`src/rtl/alu_pipe_if.sv`:
```
// Operand and result handshake bundle for alu_pipe.
// The slave modport is the ALU side. The master modport is the producer/consumer side.
interface alu_pipe_if #(
    parameter int WIDTH = 32
);
    logic             in_valid;
    logic             in_ready;
    logic [WIDTH-1:0] in_a;
    logic [WIDTH-1:0] in_b;
    logic [3:0]       in_op;
    logic             in_signed;
    logic             out_valid;
    logic             out_ready;
    logic [WIDTH-1:0] out_result;
    logic             out_zero;
    logic             out_err;
    logic             busy;

    modport slave (
        input  in_valid, in_a, in_b, in_op, in_signed, out_ready,
        output in_ready, out_valid, out_result, out_zero, out_err, busy
    );

    modport master (
        output in_valid, in_a, in_b, in_op, in_signed, out_ready,
        input  in_ready, out_valid, out_result, out_zero, out_err, busy
    );
endinterface

```
`src/rtl/alu_pipe.sv`:
```
// Registered ALU with an iterative shift-add multiplier; the multiplier exists only with ALU_PIPE_MUL_EN.
// Latency: a result registers on the accept edge; a multiply result registers WIDTH edges after the accept edge.
// Backpressure: a held result blocks new accepts; a result can drain in the same cycle as an accept.
module alu_pipe #(
    parameter int WIDTH = 32
) (
    input  logic       clk,
    input  logic       rst,
    alu_pipe_if.slave  bus
);
    localparam logic [WIDTH-1:0] WLIM = WIDTH'(WIDTH);

    logic                    accept;
    logic                    is_mul;
    logic                    eq;
    logic                    lt;
    logic                    big;
    logic signed [WIDTH-1:0] sra_res;
    logic [WIDTH-1:0]        alu_res;
    logic                    alu_err;

    assign accept  = bus.in_valid && bus.in_ready;
    assign eq      = bus.in_a == bus.in_b;
    assign lt      = bus.in_signed ? ($signed(bus.in_a) < $signed(bus.in_b)) : (bus.in_a < bus.in_b);
    assign big     = bus.in_b >= WLIM;
    // Kept separate so the arithmetic shift is never evaluated in an unsigned context.
    assign sra_res = $signed(bus.in_a) >>> bus.in_b;

    always_comb begin
        alu_res = '0;
        alu_err = 1'b0;
        case (bus.in_op)
            4'b0000: alu_res = bus.in_a + bus.in_b;
            4'b0001: alu_res = bus.in_a - bus.in_b;
            4'b0010: alu_res = {{(WIDTH-1){1'b0}}, eq};
            4'b0011: alu_res = {{(WIDTH-1){1'b0}}, !eq};
            4'b0100: alu_res = {{(WIDTH-1){1'b0}}, lt};
            4'b0101: alu_res = {{(WIDTH-1){1'b0}}, lt || eq};
            4'b0110: alu_res = {{(WIDTH-1){1'b0}}, !(lt || eq)};
            4'b0111: alu_res = {{(WIDTH-1){1'b0}}, !lt};
            4'b1000: alu_res = bus.in_a ^ bus.in_b;
            4'b1001: alu_res = bus.in_a | bus.in_b;
            4'b1010: alu_res = bus.in_a & bus.in_b;
            4'b1011: alu_res = big ? '0 : (bus.in_a << bus.in_b);
            4'b1100: alu_res = big ? '0 : (bus.in_a >> bus.in_b);
            4'b1110: alu_res = big ? {WIDTH{bus.in_a[WIDTH-1]}} : sra_res;
            default: alu_err = 1'b1;
        endcase
    end

`ifdef ALU_PIPE_MUL_EN
    localparam int CW = (WIDTH > 1) ? $clog2(WIDTH) : 1;

    typedef enum logic {IDLE, MUL} state_t;

    state_t           state;
    logic [CW-1:0]    cnt;
    logic [WIDTH-1:0] mcand;
    logic [WIDTH-1:0] mplier;
    logic [WIDTH-1:0] prod;
    logic [WIDTH-1:0] prod_next;
    logic             mul_done;

    assign is_mul       = bus.in_op == 4'b1101;
    assign bus.in_ready = (state == IDLE) && (!bus.out_valid || bus.out_ready);
    assign prod_next    = prod + (mplier[0] ? mcand : '0);
    assign mul_done     = (state == MUL) && (cnt == CW'(WIDTH-1));

    always_ff @(posedge clk or posedge rst) begin
        if (rst) begin
            state    <= IDLE;
            cnt      <= '0;
            mcand    <= '0;
            mplier   <= '0;
            prod     <= '0;
            bus.busy <= 1'b0;
        end else begin
            case (state)
                IDLE: begin
                    if (accept && is_mul) begin
                        state    <= MUL;
                        bus.busy <= 1'b1;
                        cnt      <= '0;
                        mcand    <= bus.in_a;
                        mplier   <= bus.in_b;
                        prod     <= '0;
                    end
                end
                MUL: begin
                    // One multiplier bit per cycle; bits above WIDTH fall off the top of mcand.
                    prod   <= prod_next;
                    mcand  <= mcand << 1;
                    mplier <= mplier >> 1;
                    cnt    <= cnt + 1'b1;
                    if (mul_done) begin
                        state    <= IDLE;
                        bus.busy <= 1'b0;
                    end
                end
                default: state <= IDLE;
            endcase
        end
    end
`else
    assign is_mul       = 1'b0;
    assign bus.in_ready = !bus.out_valid || bus.out_ready;
    assign bus.busy     = 1'b0;
`endif

    always_ff @(posedge clk or posedge rst) begin
        if (rst) begin
            bus.out_valid  <= 1'b0;
            bus.out_result <= '0;
            bus.out_zero   <= 1'b0;
            bus.out_err    <= 1'b0;
        end else if (accept && !is_mul) begin
            bus.out_valid  <= 1'b1;
            bus.out_result <= alu_res;
            bus.out_zero   <= alu_res == '0;
            bus.out_err    <= alu_err;
`ifdef ALU_PIPE_MUL_EN
        end else if (mul_done) begin
            bus.out_valid  <= 1'b1;
            bus.out_result <= prod_next;
            bus.out_zero   <= prod_next == '0;
            bus.out_err    <= 1'b0;
`endif
        end else if (bus.out_ready) begin
            bus.out_valid <= 1'b0;
        end
    end
endmodule

```
`src/flat_wrapper.sv`:
```
// flat-port wrapper written by rule: the top's interface ports become plain ports
module alu_pipe_flat 
#(
    parameter int WIDTH = 32
)
  (clk, rst, bus_in_valid, bus_in_a, bus_in_b, bus_in_op, bus_in_signed, bus_out_ready, bus_in_ready, bus_out_valid, bus_out_result, bus_out_zero, bus_out_err, bus_busy);
  alu_pipe_if #(.WIDTH(WIDTH)) bus_i ();
  input  logic clk;
  input  logic rst;
  input wire logic [$bits(bus_i.in_valid)-1:0] bus_in_valid;
  input wire logic [$bits(bus_i.in_a)-1:0] bus_in_a;
  input wire logic [$bits(bus_i.in_b)-1:0] bus_in_b;
  input wire logic [$bits(bus_i.in_op)-1:0] bus_in_op;
  input wire logic [$bits(bus_i.in_signed)-1:0] bus_in_signed;
  input wire logic [$bits(bus_i.out_ready)-1:0] bus_out_ready;
  output wire logic [$bits(bus_i.in_ready)-1:0] bus_in_ready;
  output wire logic [$bits(bus_i.out_valid)-1:0] bus_out_valid;
  output wire logic [$bits(bus_i.out_result)-1:0] bus_out_result;
  output wire logic [$bits(bus_i.out_zero)-1:0] bus_out_zero;
  output wire logic [$bits(bus_i.out_err)-1:0] bus_out_err;
  output wire logic [$bits(bus_i.busy)-1:0] bus_busy;
  assign bus_i.in_valid = bus_in_valid;
  assign bus_i.in_a = bus_in_a;
  assign bus_i.in_b = bus_in_b;
  assign bus_i.in_op = bus_in_op;
  assign bus_i.in_signed = bus_in_signed;
  assign bus_i.out_ready = bus_out_ready;
  assign bus_in_ready = bus_i.in_ready;
  assign bus_out_valid = bus_i.out_valid;
  assign bus_out_result = bus_i.out_result;
  assign bus_out_zero = bus_i.out_zero;
  assign bus_out_err = bus_i.out_err;
  assign bus_busy = bus_i.busy;
  alu_pipe #(.WIDTH(WIDTH)) u_core (.clk(clk), .rst(rst), .bus(bus_i));
endmodule
```
`config.mk`:
```
export PLATFORM = sky130hd
export DESIGN_NAME = alu_pipe_flat
export DESIGN_NICKNAME = d
export VERILOG_FILES = /design/src/rtl/alu_pipe_if.sv /design/src/rtl/alu_pipe.sv /design/src/flat_wrapper.sv
export SDC_FILE = /design/constraint.sdc
export NUM_CORES = 1
export LEC_CHECK = 0
export CAP_MARGIN = 0
export CORE_MARGIN = 3
export CORE_UTILIZATION = 46
export DETAILED_ROUTE_END_ITERATION = 10
export HOLD_SLACK_MARGIN = 0.08
export PLACE_DENSITY = 0.66
export SETUP_SLACK_MARGIN = 0.02
export SYNTH_ARGS = -nofsm -noshare
export SYNTH_HDL_FRONTEND = slang
export SYNTH_SLANG_ARGS = --single-unit
```
`constraint.sdc`:
```
create_clock -name clk -period 2.3 [get_ports clk]
set_clock_uncertainty 0.1 [all_clocks]
set_input_delay 0.46 -clock clk [delete_from_list [all_inputs] [get_ports clk]]
set_output_delay 0.46 -clock clk [all_outputs]
set_load 0.03 [all_outputs]
```
==> summary.txt, run 1 <==
Port buffer count - 108
Post-synthesis sequential area ratio - 7.170%
Synth unique cells - 91
Ys flop type - dfrtp_1
GP Congestion - 1.186
DIE HEIGHT - 169.0 um
Count of state elements after synthesis - 35
Die Wd - 169.0 um
Tool Error - [ERROR GRT-0232] Routing congestion too high. Check the congestion heatmap in the GUI.
Simple-gate share of the synthesized area - 20.47%
# rows - 59
Cells after synthesis - 1657
Post-Syn Area - 12220 um^2
Fraction of registers with async set/reset - 100.0%
Hpwl dp - 58.86 mm
Total congestion overflow - 161
H-Tree Depth - 2
Crit. endpoint post-GRT repair - u_core.bus.out_zero$_DFFE_PP0P_/D
Synth Warn # - 0
Largest family of logic cells by synthesized area - compound AO/OA/AOI/OAI gates
Compound-gate portion of the synthesized area - 31.98%
Post-Synth Adder-Cell Area - 10.16%
Synth Area per Inst - 7.372 um^2
Post-Syn Nets - 1828
Status - aborted with a tool error
Pin count of the biggest net entering global routing - 78
Worst ep type - register data pin
Clock sink count - 35
Post-Synth XOR/XNOR Area - 0.9321%
CTS Buf Count - 5
Post-synthesis mux area share - 20.95%
Clock Path Buffers - 2
GR Util All Layers - 83.24%
Fail Step - 5_1_grt
Hold buffers post-CTS - 0
Initial core utilization - 46.88%
Top Ports - 110
Root Buffer - clkbuf_16
EDFF count, synth - 0
-- logic make-up after synthesis --
family          count (synthesis)
xor+xnor                       13
compound gates                569
fa+ha+maj                      98
flops                          35
buf+inv                       246
simple gates                  518
other cells                     1
mux                           177
-- per-stage QoR --
step / cell area, um^2 / util [%] / std cells / setup WS [ns] / TNS (ns)
3_5_place_dp: 18500 / 70.99 / 2632 / -2.569 / -56.46
3_3_place_gp: 18500 / 70.99 / 2632 / -2.538 / -54.80
2_1_floorplan: 12560 / - / 1657 / -1.768 / -28.09
4_1_cts: 22420 / 86.05 / 2790 / -1.388 / -24.86
-- cells in the mapped netlist (all sizes together), types with 7 or more instances --
cell type,instances,area share (%)
a2111oi,7,0.67
a211o,16,1.1
a211oi,46,2.8
a21o,22,1.4
a21oi,129,5.3
a221o,10,0.82
a221oi,15,1.1
a31oi,25,1.3
and2,15,0.77
and3,8,0.41
buf,52,2.4
clkbuf,96,2.9
dfrtp,35,7.2
ha,96,9.8
inv,97,3.0
mux2,54,5.0
mux2i,68,5.7
mux4,55,10
nand2,138,4.2
nand2b,19,0.97
nand3,25,1.0
nand4,19,0.97
nand4b,8,0.57
nor2,154,4.7
nor2b,16,0.82
nor3,43,1.8
nor4,27,1.4
o2111ai,8,0.57
o211ai,31,1.9
o21a,11,0.68
o21ai,109,4.5
o21bai,13,0.80
o221ai,16,1.1
o22ai,16,0.82
o2bb2ai,7,0.50
o311ai,7,0.50
o31ai,19,1.2
or2,10,0.51
or3,11,0.56
xnor2,13,0.93
-- metal layers --
metal,GRT overflow,global-route usage [%]
met1,2,83.41
met2,90,95.32
met3,4,71.51
met4,65,83.42
met5,0,47.30
-- timing repair --
item                       in CTS
gates cloned                    5
setup endpoints to repair      33
pin swaps                     163
buffers inserted              161
hold endpoints to repair        0
gates resized for setup       756
==> inputs of run 2 (changes only) <==
--- a/config.mk
+++ b/config.mk
@@ -7,11 +7,9 @@
 export LEC_CHECK = 0
 export CAP_MARGIN = 0
 export CORE_MARGIN = 3
-export CORE_UTILIZATION = 46
+export CORE_UTILIZATION = 31
 export DETAILED_ROUTE_END_ITERATION = 10
-export HOLD_SLACK_MARGIN = 0.08
-export PLACE_DENSITY = 0.66
-export SETUP_SLACK_MARGIN = 0.02
+export PLACE_DENSITY_LB_ADDON = 0.15
 export SYNTH_ARGS = -nofsm -noshare
 export SYNTH_HDL_FRONTEND = slang
 export SYNTH_SLANG_ARGS = --single-unit
==> summary.txt, run 2 <==
H-Tree Depth - 2 (unchanged)
Min-delay worst type - register to register
Core area - 38830 um^2
Initial DRC count - 1930
Max incr delay on CP - 0.41 ns
Worst Path Required - 2.38 ns
Clk_lat worst skew - 0.28 ns
Pwr Density - 328.7 nW/um^2
Post-Syn Nets - 1828 (unchanged)
Routed Antenna Nets - 0
Initial core utilization - 31.46% (-15 points)
CP Cell Sequence - buf_8 > ha_2 > fa_2 > a211oi_2 > buf_4 > o211a_4 > nor3_4 > o2111ai_2 > a21oi_2 > a221o_1 > a2111oi_4 > o2111ai_2 > nor4_2 > buf_4 > nand4_1 > o41ai_2
Commonest non-fill, non-tap cells in the layout - buf_4, buf_6, nand2_1, nor2_1, a21oi_1
Routed vias/inst - 6.027
Inst Count DP - 2863 (+8.8%)
Leak - 0.01041 uW
WL final - 85.85 mm
Crit path DAT - 3.99 ns
Fraction of registers with async set/reset - 100.0% (unchanged)
Post-route cell area - 23750 um^2
PnR worst setup slack - -1.606 ns
Largest delay share family, worst path - compound AO/OA/AOI/OAI gates
Hold Vio Cnt, Final - 0
R2R depth - 11
Setup crit start - bus_in_b[0]
Root Buffer - clkbuf_16
Pin count of the biggest net entering global routing - 78
Vias post-DR - 18300
Total congestion overflow - 0
Worst setup SP type - input pin
# rows - 72 (+22%)
Clk slew on worst S/H paths - 0.06 ns
Top cells by count, synth - nor2_1, nand2_1, a21oi_1
First-pass GRT wire length - 122.2 mm
Fin. max-slew vios - 0
Nets - 2687
Worst-case vdd ir drop - 0.2690 mV
CP bufs+invs - 3
Status - complete, but fails checks
Cells after synthesis - 1657 (unchanged)
DP Area - 19120 um^2 (+3.4%)
Worst R2R End - u_core.bus.out_zero
Top reg by flops - u_core.bus.out_result
Top-count cell post-synth - nor2_1
Avg WL per Cell - 28.28 um
CTS tree - built
Post-place setup slack - -3.038 ns (-0.4685 ns)
Hold buffers post-CTS - 0 (unchanged)
Final period utilization - 169.8%
Fin cells - 3036
EDFF count, synth - 0 (unchanged)
Synth Area per Inst - 7.372 um^2 (unchanged)
Synth unique cells - 91 (unchanged)
Post-synthesis sequential area ratio - 7.170% (unchanged)
Hpwl dp - 67.49 mm (+15%)
Commonest non-fill, non-tap cell in the layout - buf_4
Ys flop type - dfrtp_1
Crit Path Max Fanout - 3
Post-synth top area share - 9.833% (unchanged)
Post-Syn Area - 12220 um^2 (unchanged)
Die Wd - 204.5 um (+21%)
Port buffer count - 108 (unchanged)
Slowest cell on crit path - a221o_1
Leading post-synthesis cells by cell area - ha_1, mux4_2, dfrtp_1, mux2i_1, a21oi_1
Worst hold start - u_core.bus.out_result[13]
Fmax - 0.2560 GHz
Clock sink count - 35 (unchanged)
Max_cap viols - 0
GP Congestion - 1.043 (-12%)
Synth Warn # - 0 (unchanged)
Final setup viols - 33
Worst slew pin tran - 0.7529 ns
Slew HR - 49.53%
Die ar. - 41820 um^2
Area growth, synth to finish - 94.43%
Post-synth top area cell - ha_1
Layout cells sized above 1 - 57.61%
GR Util All Layers - 39.53%
DR pass1 iterations - 5
Flop2flop setup slack - -0.22 ns
Max reg flops - 32
Min cycle time layout - 3.906 ns
Clock Path Buffers - 2 (unchanged)
Hold EP - u_core.bus.out_result[13]
Vias in the first global route - 18040
DRC Markers - 0
Failing checks - setup timing
Count of state elements after synthesis - 35 (unchanged)
RSZ-0062 raised after global routing - true
Antenna violations before repair - 0
CTS Buf Count - 5 (unchanged)
Top Ports - 110 (unchanged)
Worst R2R Start - u_core.bus.out_valid
Crit Path Category - input pin to register
Setup crit end kind - register
DIE HEIGHT - 204.5 um (+21%)
Worst Hold Depth - 2
run 2: cell counts after synthesis:
Identical to the previous run, type by type.
run 2: layer usage:
metal	up-vias	global-route usage [%]	part of all wire, %
met4	0	19.10	6.5
met2	1101	60.76	43
met5	-	0	0
met1	8954	54.44	41
li1	8036	-	-
met3	206	5.546	9.4
run 2: timing repair:
| item | in CTS | in global routing |
|---|---|---|
| pin swaps | 161 | 128 |
| resized for setup | 782 | 188 |
| setup buffers | 164 | 58 |
| gates cloned | 8 | 1 |
| setup endpoints to repair | 33 | 33 |
run 2: tightest hold or removal path: stages (launching register included):
cell and delay, ns:
dfrtp_1 0.33, nand2_1 0.06, o21ai_2 0.05
run 2: cells by family after synthesis:
| kind of cell | share of synthesized area, % |
|---|---|
| other | 0.03070 |
| buffers and inverters | 8.317 |
| muxes | 20.95 |
| adders and majority gates | 10.16 |
| and+or+nand+nor | 20.47 |
| xor gates and xnor gates | 0.9321 |
| AOI/OAI and AO/OA | 31.98 |
| DFF | 7.170 |
run 2: worst max-delay path by stage:
| stage | end | slack (ns) | cells after the start |
|---|---|---|---|
| 3_3_place_gp | u_core.bus.out_zero | -3.08 | 17 |
| 6_report | u_core.bus.out_zero | -1.61 | 16 |
| 2_1_floorplan | u_core.bus.out_result[31] | -1.77 | 18 |
| 4_1_cts | u_core.bus.out_zero | -1.62 | 20 |
| 5_1_grt | u_core.bus.out_zero | -1.76 | 18 |
| 3_5_place_dp | u_core.bus.out_zero | -3.04 | 17 |
run 2: cell type report:
type                            count  area, um^2
Multi-Input combinational cell   1376       12860
Antenna cell                        1       2.502
Timing Repair Buffer             1000        8780
Clock inverter                      2       35.03
Fill cell                        3530       15080
Sequential cell                    35       875.8
Inverter                           98       411.6
Clock buffer                        6       138.9
Tap cell                          518       648.1
run 2: metrics by stage:
| step | TNS, ns | hold WS, ns | power [uW] | utilization, % |
|---|---|---|---|---|
| 2_1_floorplan | -28.09 | 0.4684 | 3025 | - |
| 3_3_place_gp | -60.12 | 0.3643 | 5628 | 49.25 |
| 3_5_place_dp | -60.05 | 0.3761 | 5638 | 49.25 |
| 4_1_cts | -29.51 | 0.3879 | 7431 | 59.05 |
| 5_1_grt | -32.04 | 0.4199 | 8111 | 61.16 |
| 6_report | -29.80 | 0.3767 | 7806 | 61.17 |
run 2: report_power, final:
| group | switching (uW) | internal (uW) | leakage, uW |
|---|---|---|---|
| Combinational | 3230 | 3010 | 0.00987 |
| Clock | 248 | 538 | 0.0000869 |
| Sequential | 58.5 | 720 | 0.000450 |
| Total | 3540 | 4260 | 0.0104 |
Power figures use the tool's default switching activity.
